--- config.mk ---
export PLATFORM = sky130hd
export DESIGN_NAME = input_reader
export DESIGN_NICKNAME = d
export VERILOG_FILES = /design/src/rtl/input_reader.sv
export SDC_FILE = /design/constraint.sdc
export NUM_CORES = 1
export LEC_CHECK = 0
export ABC_CLOCK_PERIOD_IN_PS = 25600
export BUFFER_PORTS_ARGS = -buffer_cell sky130_fd_sc_hd__buf_2
export CAP_MARGIN = 25
export CORE_AREA = 2 2 494 496
export CTS_BUF_LIST = sky130_fd_sc_hd__clkbuf_4 sky130_fd_sc_hd__clkbuf_8 sky130_fd_sc_hd__clkbuf_16
export CTS_CLUSTER_SIZE = 10
export DETAILED_ROUTE_END_ITERATION = 10
export DIE_AREA = 0 0 496 498
export GPL_TIMING_DRIVEN = 0
export HOLD_SLACK_MARGIN = 0.06
export SLEW_MARGIN = 20
export SYNTH_ARGS = -nofsm -noshare
export SYNTH_HDL_FRONTEND = slang
export SYNTH_SLANG_ARGS = --single-unit
--- constraint.sdc ---
create_clock -name aclk -period 25.6 [get_ports aclk]
set_input_delay 5.12 -clock aclk [delete_from_list [all_inputs] [get_ports aclk]]
set_output_delay 5.12 -clock aclk [all_outputs]
set_load 0.01 [all_outputs]
--- src/rtl/input_reader.sv ---
// Buffer reader: splits a host buffer into boundary-aligned read requests, bounds the
// bytes in flight, and forwards the returned beats as one framed output stream.
module input_reader #(
   parameter int DATA_BYTES         = 64,
   parameter int MAX_REQ_BYTES      = 4096,
   parameter int MAX_INFLIGHT_BYTES = 16384,
   parameter int VADDR_BITS         = 64,
   localparam int LEN_BITS          = 28
) (
   input  logic                      aclk,
   input  logic                      aresetn,
   input  logic                      buf_valid,
   output logic                      buf_ready,
   input  logic [VADDR_BITS-1:0]     buf_vaddr,
   input  logic [LEN_BITS-1:0]       buf_size,
   output logic                      rd_req_valid,
   input  logic                      rd_req_ready,
   output logic [VADDR_BITS-1:0]     rd_req_vaddr,
   output logic [LEN_BITS-1:0]       rd_req_len,
   input  logic [DATA_BYTES*8-1:0]   rd_tdata,
   input  logic                      rd_tvalid,
   output logic                      rd_tready,
   output logic [DATA_BYTES*8-1:0]   out_tdata,
   output logic [DATA_BYTES-1:0]     out_tkeep,
   output logic                      out_tlast,
   output logic                      out_tvalid,
   input  logic                      out_tready,
   output logic                      done,
   output logic                      err_align
);

   localparam int IF_BITS  = $clog2(MAX_INFLIGHT_BYTES) + 1;
   localparam int OFF_BITS = $clog2(MAX_REQ_BYTES);
   localparam logic [VADDR_BITS-1:0] ADDR_MASK = VADDR_BITS'(DATA_BYTES - 1);
   localparam logic [LEN_BITS-1:0]   SIZE_MASK = LEN_BITS'(DATA_BYTES - 1);
   localparam logic [LEN_BITS-1:0]   BEAT_LEN  = LEN_BITS'(DATA_BYTES);
   localparam logic [IF_BITS-1:0]    BEAT_IF   = IF_BITS'(DATA_BYTES);

   typedef enum logic [1:0] {IDLE, ISSUE, DRAIN} state_t;

   state_t                 state;
   logic [VADDR_BITS-1:0]  addr;
   logic [LEN_BITS-1:0]    size;
   logic [LEN_BITS-1:0]    remaining;
   logic [LEN_BITS-1:0]    received;
   logic [IF_BITS-1:0]     inflight;
   logic                   done_q;

   logic [OFF_BITS:0]      room;
   logic [LEN_BITS-1:0]    room_len;
   logic [IF_BITS:0]       inflight_need;
   logic                   desc_hs;
   logic                   misaligned;
   logic                   req_hs;
   logic                   beat;
   logic                   last_hs;

   // Bytes left before the next MAX_REQ_BYTES boundary; a request never crosses it.
   assign room          = (OFF_BITS+1)'(MAX_REQ_BYTES) - {1'b0, addr[OFF_BITS-1:0]};
   assign room_len      = LEN_BITS'(room);
   assign rd_req_vaddr  = addr;
   assign rd_req_len    = (remaining < room_len) ? remaining : room_len;
   assign inflight_need = {1'b0, inflight} + (IF_BITS+1)'(rd_req_len);
   assign rd_req_valid  = (state == ISSUE) && (inflight_need <= (IF_BITS+1)'(MAX_INFLIGHT_BYTES));

   assign desc_hs    = buf_valid && buf_ready;
   assign misaligned = ((buf_vaddr & ADDR_MASK) != '0) || ((buf_size & SIZE_MASK) != '0);
   assign req_hs     = rd_req_valid && rd_req_ready;

   // Accept a host beat only when bytes are owed and the output register can take it.
   assign rd_tready = (state != IDLE) && (inflight != '0) && (!out_tvalid || out_tready);
   assign beat      = rd_tvalid && rd_tready;
   assign last_hs   = (state == DRAIN) && out_tvalid && out_tready && out_tlast;
   assign done      = done_q || last_hs;
   assign out_tkeep = '1;

   // NOTE: sequential state uses non-blocking assignments so every register samples pre-edge values.
   always_ff @(posedge aclk or negedge aresetn) begin
      if (!aresetn) begin
         state      <= IDLE;
         buf_ready  <= 1'b0;
         addr       <= '0;
         size       <= '0;
         remaining  <= '0;
         received   <= '0;
         inflight   <= '0;
         done_q     <= 1'b0;
         err_align  <= 1'b0;
         out_tvalid <= 1'b0;
         out_tlast  <= 1'b0;
      end else begin
         done_q <= 1'b0;
         case (state)
            IDLE: begin
               buf_ready <= 1'b1;
               if (desc_hs) begin
                  if (misaligned) begin
                     err_align <= 1'b1;
                  end else begin
                     addr      <= buf_vaddr;
                     size      <= buf_size;
                     remaining <= buf_size;
                     received  <= '0;
                     if (buf_size == '0) begin
                        done_q <= 1'b1;
                     end else begin
                        state     <= ISSUE;
                        buf_ready <= 1'b0;
                     end
                  end
               end
            end
            ISSUE: begin
               if (req_hs) begin
                  addr      <= addr + VADDR_BITS'(rd_req_len);
                  remaining <= remaining - rd_req_len;
                  if (remaining == rd_req_len) state <= DRAIN;
               end
            end
            DRAIN: begin
               if (last_hs) begin
                  state     <= IDLE;
                  buf_ready <= 1'b1;
               end
            end
            default: state <= IDLE;
         endcase

         inflight <= inflight + (req_hs ? IF_BITS'(rd_req_len) : '0) - (beat ? BEAT_IF : '0);

         if (beat) begin
            received   <= received + BEAT_LEN;
            out_tvalid <= 1'b1;
            out_tlast  <= (received + BEAT_LEN == size);
         end else if (out_tready) begin
            out_tvalid <= 1'b0;
            out_tlast  <= 1'b0;
         end
      end
   end

   // NOTE: payload register carries no reset; out_tvalid alone qualifies it.
   always_ff @(posedge aclk) begin
      if (beat) out_tdata <= rd_tdata;
   end

endmodule

==> results of run 1 <==
critical path, stage by stage (launching register included):
cell and delay (ns):
dfrtp_1 0.49, nor3_1 0.28, nand2b_1 0.10, nor2_1 0.16, nand2_1 0.10, or4_1 0.45, xor2_1 0.23, inv_1 0.07
ha_1 0.29, a21o_1 0.16, a21oi_1 0.14, o21ai_0 0.09, o21ai_0 0.35, nand3b_4 0.15, buf_6 0.19, mux2i_1 0.84
ha_1 0.32, inv_1 0.06, fa_1 0.48, nand3b_1 0.09, a211o_1 0.26, a2111oi_0 0.47, nor4b_1 0.38, nand4_1 0.21
a21oi_1 0.37, buf_2 0.29
cell families after synthesis:
family / synth area share [%]
and+or+nand+nor: 10.1
AOI/OAI and AO/OA: 10.5
muxes: 0.785
buffers and inverters: 4.34
adders and majority gates: 4.42
other: 0.0259
DFF: 67.2
xor gates and xnor gates: 2.75
metal layers:
layer | track usage, % | share of wire (%)
met3 | 8.39 | 13
met4 | 6.05 | 4.5
met2 | 29.6 | 49
met1 | 16.9 | 33
met5 | 0 | 0.20
layout by cell type, fill, tap and decap left out, drive strengths merged, types with 7 or more instances in the layout:
master / n
clkinv: 24
or4: 7
or3: 12
o21bai: 8
xor2: 40
o22ai: 10
o21a: 14
and3: 18
nand3: 46
and2: 15
buf: 1303
a31oi: 41
nand4: 23
nor4: 24
nor2: 141
a21o: 25
mux2i: 7
inv: 100
a22oi: 9
xnor2: 51
diode: 45
mux2: 11
ha: 96
o31ai: 16
a21oi: 135
nand2: 244
clkbuf: 189
nand2b: 16
o2bb2ai: 9
nor3: 37
or2: 11
dfrtp: 164
o211ai: 12
bufinv: 10
a211oi: 17
o21ai: 141
nor2b: 9
edfxtp: 512
conb: 97
through the flow:
step | hold slack [ns] | util [%]
3_3_place_gp | 0.469 | 16.3
6_report | 0.485 | 17.8
3_5_place_dp | 0.472 | 16.4
4_1_cts | 0.490 | 17.8
5_1_grt | 0.514 | 17.8
2_1_floorplan | 0.454 | -
power groups by stage:
stage / logic (W) / clock network (W) / registers (W)
global placement: 0.00200 / 0 / 0.00175
detailed placement: 0.00204 / 0 / 0.00161
finish: 0.00206 / 0.00137 / 0.00159
CTS: 0.00205 / 0.00141 / 0.00159
floorplan: 0.00118 / 0 / 0.00170
global route: 0.00226 / 0.00145 / 0.00161
path summary, 6_finish.rpt:
check	cells after the start	end	slack [ns]
max	25	rd_req_valid	12.64
min	1	size[5]	0.49
max reg2reg	37	inflight[13]	15.12
min reg2reg	1	size[5]	0.49
max in group asynchronous	3	received[21]	20.27
min in group asynchronous	1	rd_req_vaddr[16]	4.22
sequential cells by signal, summed over array words and instances (netlist names):
name          cells
out_tdata       512
rd_req_vaddr     64
remaining        28
size             28
received         22
inflight         15
state             2
buf_ready         1
done_q            1
err_align         1
out_tlast         1
out_tvalid        1
synthesized netlist by cell type (all sizes together) (46+ instances only):
cell | number | share of area (%)
ha | 96 | 4.1
nand3 | 46 | 0.79
inv | 98 | 1.3
edfxtp | 512 | 53
nor2 | 141 | 1.8
xnor2 | 51 | 1.5
o21ai | 141 | 2.4
a21oi | 135 | 2.3
dfrtp | 164 | 14
nand2 | 244 | 3.2
buf | 83 | 2.1
clkbuf | 73 | 0.94
cell type report:
cell class	instances	area, sq um
Tap cell	3202	4010
Antenna cell	45	113
Multi-Input combinational cell	1419	8630
Clock inverter	39	576
Timing Repair Buffer	1220	6420
Sequential cell	676	19500
Buffer	156	893
Inverter	98	368
Clock buffer	116	2570
Fill cell	26800	199000
==> impl_results.md, run 1 <==
- Status: finished clean
- Comb power frac: 41.1%
- P_sw: 0.00206 W
- Tot GR Track Use: 16.8%
- TritonCTS clock tree: done
- WL final: 217 mm
- Clock Skew: 0.0565 ns
- Routed Antenna Nets: 0
- Initial drt markers: 2321
- PnR worst setup slack: 12.64 ns
- Cts repair resizes: 0
- Post-DR vias/cell: 3.75
- Setup crit start kind: flip-flop
- Share of power burned in registers: 31.6%
- Layout area overhead: 48.5%
- Syn_area_per_cell: 12.9 sq um
- Area of the core: 242000 sq um
- Die ar.: 247000 sq um
- Path category of the worst min-delay check: flip-flop to flip-flop
- TritonRoute pass-1 iters: 6
- Share of post-route cells with drive strength above 1: 39.9%
- # H-tree levels: 3
- Worst-skew pair later-pin latency: 0.75 ns
- Placed cells: 6770
- Worst endpoint required time: 20.48 ns
- Crit Reg-Reg Startpoint: rd_req_vaddr[2]
- Non-Filler Instances: 6971
- Largest net degree at the start of global routing: 71
- Row count: 181
- Tcrit/Tclk final: 50.6%
- Placed inst area: 39800 sq um
- Worst Setup SP: rd_req_vaddr[2]
- WL/cell: 31.1 um
- Fmax: 0.0772 GHz
- Number of max-cap violations: 0
- Synth Register Bits: 676
- Via Count: 26100
- Post-place setup slack: 13.33 ns
- Final setup TNS: 0 ns
- Pin slew with the least headroom to its limit: 1.10 ns
- Cell Area, Synth: 29000 sq um
- I/O pin count: 1285
- Ys flop type: edfxtp_1
- CTS Buf Count: 92
- Worst hold path startpoint: size[5]
- Internal power: 0.00296 W
- Overall power: 0.00502 W
- Final setup violation count: 0
- Final instance area: 43100 sq um
- Port Buffers: 1205
- Peak supply drop: 0.0000676 V
- Final net count: 4373
- Clock slew at reported path FFs: 0.06 ns
- Crit path max fanout: 10
- CTS root buf: clkbuf_16
- Clk pwr share: 27.3%
- Vias in the first global route: 24300
- Starting Density: 12.0%
- WS Path Type: flip-flop to output pin
- Synth async-reset ratio: 24.3%
- Initial antenna violation count: 279
- GP Congestion: 0.918
- Arrival time at the worst endpoint: 7.84 ns
- Hpwl dp: 189 mm
- Sw Ratio: 41.0%
- Die Span X: 496 um
- Crit end category: output pin
- Cell variety after synth: 77
- Final Hold Viols: 0
- Drt drc: 0
- Number of flops mapped to enable cells by yosys: 512
- Warnings from Yosys: 0
- # clock sinks: 676
- RSZ-0062 raised after global routing: false
- Gate Count Post-Synth: 2254
- Gr ovfl total: 0
- Seq/Total Area, Yosys: 67.2%
- Worst slew margin: 24.3%
- Static Leak: 17.9 nW
- Count of pins over their slew limit: 0
- Pwr/cell area: 117 nW/um^2
- First-pass GRT wire length: 266 mm
- Maximum buffer depth of the clock tree: 3
- Die height: 498 um
- Postcts setup bufs: 0
- Hold_buf cts: 0
- Final min period: 12.96 ns
Note: power is estimated with default switching activity, not from simulation.
==> run 2, diff against run 1 <==
--- a/config.mk
+++ b/config.mk
@@ -5,7 +5,7 @@
 export SDC_FILE = /design/constraint.sdc
 export NUM_CORES = 1
 export LEC_CHECK = 0
-export ABC_CLOCK_PERIOD_IN_PS = 25600
+export ABC_CLOCK_PERIOD_IN_PS = 11730
 export BUFFER_PORTS_ARGS = -buffer_cell sky130_fd_sc_hd__buf_2
 export CAP_MARGIN = 25
 export CORE_AREA = 2 2 494 496
==> constraint.sdc (replaced) <==
create_clock -name aclk -period 11.73 [get_ports aclk]
set_input_delay 2.346 -clock aclk [delete_from_list [all_inputs] [get_ports aclk]]
set_output_delay 2.346 -clock aclk [all_outputs]
set_load 0.01 [all_outputs]
==> impl_results.md, run 2 (synthesis gave the netlist of run 1 again) <==
- Worst endpoint required time: 12.39 ns (-8.09 ns)
- # clock sinks: 676 (unchanged)
- TritonCTS clock tree: done
- Static Leak: 17.8 nW (-0.57%)
- Commonest cells after routing, fill and taps aside: buf_2, edfxtp_1, nand2_1
- RSZ-0062 raised after global routing: false
- Hold_buf cts: 0 (unchanged)
- I/O pin count: 1285 (unchanged)
- Worst slew margin: 25.0% (+0.67 points)
- Die Span X: 496 um (unchanged)
- Postcts setup bufs: 0 (unchanged)
- Cts repair resizes: 0 (unchanged)
- Placed cells: 6763 (-0.10%)
- Crit path max fanout: 10 (unchanged)
- Initial antenna violation count: 280 (+0.36%)
- Path category of the worst min-delay check: flip-flop to flip-flop
- Most flop-heavy register: out_tdata
- WL final: 214 mm (-1.5%)
- Peak supply drop: 0.000148 V (+120%)
- WL/cell: 30.6 um (-1.7%)
- Via Count: 25900 (-0.88%)
- # H-tree levels: 3 (unchanged)
- CP max-delay cell: mux2i_1
- Number of max-cap violations: 0 (unchanged)
- Crit-path max cell delay: 0.74 ns (-0.10 ns)
- Non-Filler Instances: 6983 (+0.17%)
- Clock Skew: 0.0771 ns (+0.0206 ns)
- Final setup violation count: 0 (unchanged)
- Buffers & Inverters on Critical Path: 5 (+1)
- Post-DR vias/cell: 3.71 (-1.1%)
- Final net count: 4366 (-0.16%)
- Comb power frac: 41.2% (about the same)
- Die height: 498 um (unchanged)
- Pin slew with the least headroom to its limit: 1.13 ns (+0.0215 ns)
- Layout area overhead: 47.7%
- Initial drt markers: 2432 (+4.8%)
- Hpwl dp: 186 mm (-1.3%)
- Status: finished clean
- CTS root buf: clkbuf_16
- Internal power: 0.00644 W (+120%)
- Maximum buffer depth of the clock tree: 3 (unchanged)
- Final min period: 10.35 ns
- Starting Density: 12.0% (unchanged)
- Largest net degree at the start of global routing: 141 (+99%)
- P_sw: 0.00439 W (+110%)
- CP delay by family, top: compound AO/OA/AOI/OAI gates
- Fmax: 0.0966 GHz
- Crit end category: flip-flop
- Final Hold Viols: 0 (unchanged)
- First-pass GRT wire length: 265 mm (-0.40%)
- Port Buffers: 1205 (unchanged)
- WS Path Type: flip-flop to flip-flop
- Row count: 181 (unchanged)
- GP Congestion: 0.966 (+5.2%)
- CTS Buf Count: 92 (unchanged)
- Clk pwr share: 27.0% (-0.3 points)
- Sw Ratio: 40.6% (-0.40 points)
- Vias in the first global route: 24800 (+1.7%)
- Reg2Reg Setup Slack: 1.38 ns (-13.74 ns)
- Gr ovfl total: 0 (unchanged)
- Most common cell after layout, fill and taps aside: buf_2
- Die ar.: 247000 sq um (unchanged)
- Max FFs per register: 512 (unchanged)
- Tcrit/Tclk final: 88.2%
- Share of post-route cells with drive strength above 1: 39.8% (-0.10 points)
- Arrival time at the worst endpoint: 11.01 ns (+3.17 ns)
- Clock slew at reported path FFs: 0.06 ns (about the same)
- Share of power burned in registers: 31.9% (+0.3 points)
- Count of pins over their slew limit: 0 (unchanged)
- Drt drc: 0 (unchanged)
- Tot GR Track Use: 16.7% (-0.15 points)
- Overall power: 0.0108 W (+120%)
- TritonRoute pass-1 iters: 5 (-1)
- Routed Antenna Nets: 0 (unchanged)
- Pwr/cell area: 253 nW/um^2 (+120%)
- Worst-skew pair later-pin latency: 0.74 ns (about the same)
- Final core utilization: 17.7% (-0.088 points)
- Setup crit start kind: flip-flop
- Area of the core: 242000 sq um (unchanged)
-- run 2: routing by layer --
| metal | track usage [%] | vias to the layer above | wire length [um] |
|---|---|---|---|
| met5 | 0 | - | 406 |
| met4 | 6.64 | 60 | 10800 |
| met3 | 7.83 | 658 | 25400 |
| met2 | 29.2 | 1627 | 105000 |
| met1 | 17.0 | 12500 | 72200 |
| li1 | - | 11000 | - |
-- run 2: final cells by class --
type	count	area, sq um
Timing Repair Buffer	1213	6210
Buffer	156	911
Multi-Input combinational cell	1419	8630
Clock buffer	123	2660
Sequential cell	676	19500
Tap cell	3202	4010
Fill cell	26800	199000
Antenna cell	65	163
Clock inverter	31	424
Inverter	98	368
-- run 2: worst register-to-register path, delay by kind of cell, from the launching register on --
family | cells | cell delay [ns]
compound gates | 13 | 4.11
simple gates | 11 | 2.04
fa+ha+maj | 5 | 1.73
buf+inv | 5 | 0.85
mux | 1 | 0.74
flops | 1 | 0.48
xor+xnor | 2 | 0.37
-- run 2: through the flow --
step | setup TNS (ns) | hold slack [ns] | area (sq um) | setup WS [ns]
2_1_floorplan | 0 | 0.454 | 29400 | 2.59
3_3_place_gp | -2.55 | 0.455 | 39400 | -0.753
3_5_place_dp | 0 | 0.459 | 39600 | 1.36
4_1_cts | 0 | 0.472 | 42700 | 1.36
5_1_grt | 0 | 0.488 | 42800 | 0.654
6_report | 0 | 0.486 | 42800 | 1.38
-- run 2: worst paths after layout --
kind / from / to / cells after the start
max in group asynchronous: aresetn / rd_req_vaddr[51] / 2
worst min-delay path: err_align / err_align / 1
min in group asynchronous: aresetn / rd_req_vaddr[12] / 1
worst max register to register: rd_req_vaddr[2] / inflight[13] / 37
worst max-delay path: rd_req_vaddr[2] / inflight[13] / 37
worst min register to register: err_align / err_align / 1
-- run 2: power by group through the flow --
stage / Combinational [W] / Sequential [W] / Clock, W
CTS: 0.00444 / 0.00345 / 0.00303
floorplan: 0.00257 / 0.00356 / 0
finish: 0.00446 / 0.00345 / 0.00292
global route: 0.00491 / 0.00350 / 0.00310
global placement: 0.00434 / 0.00357 / 0
detailed placement: 0.00442 / 0.00349 / 0
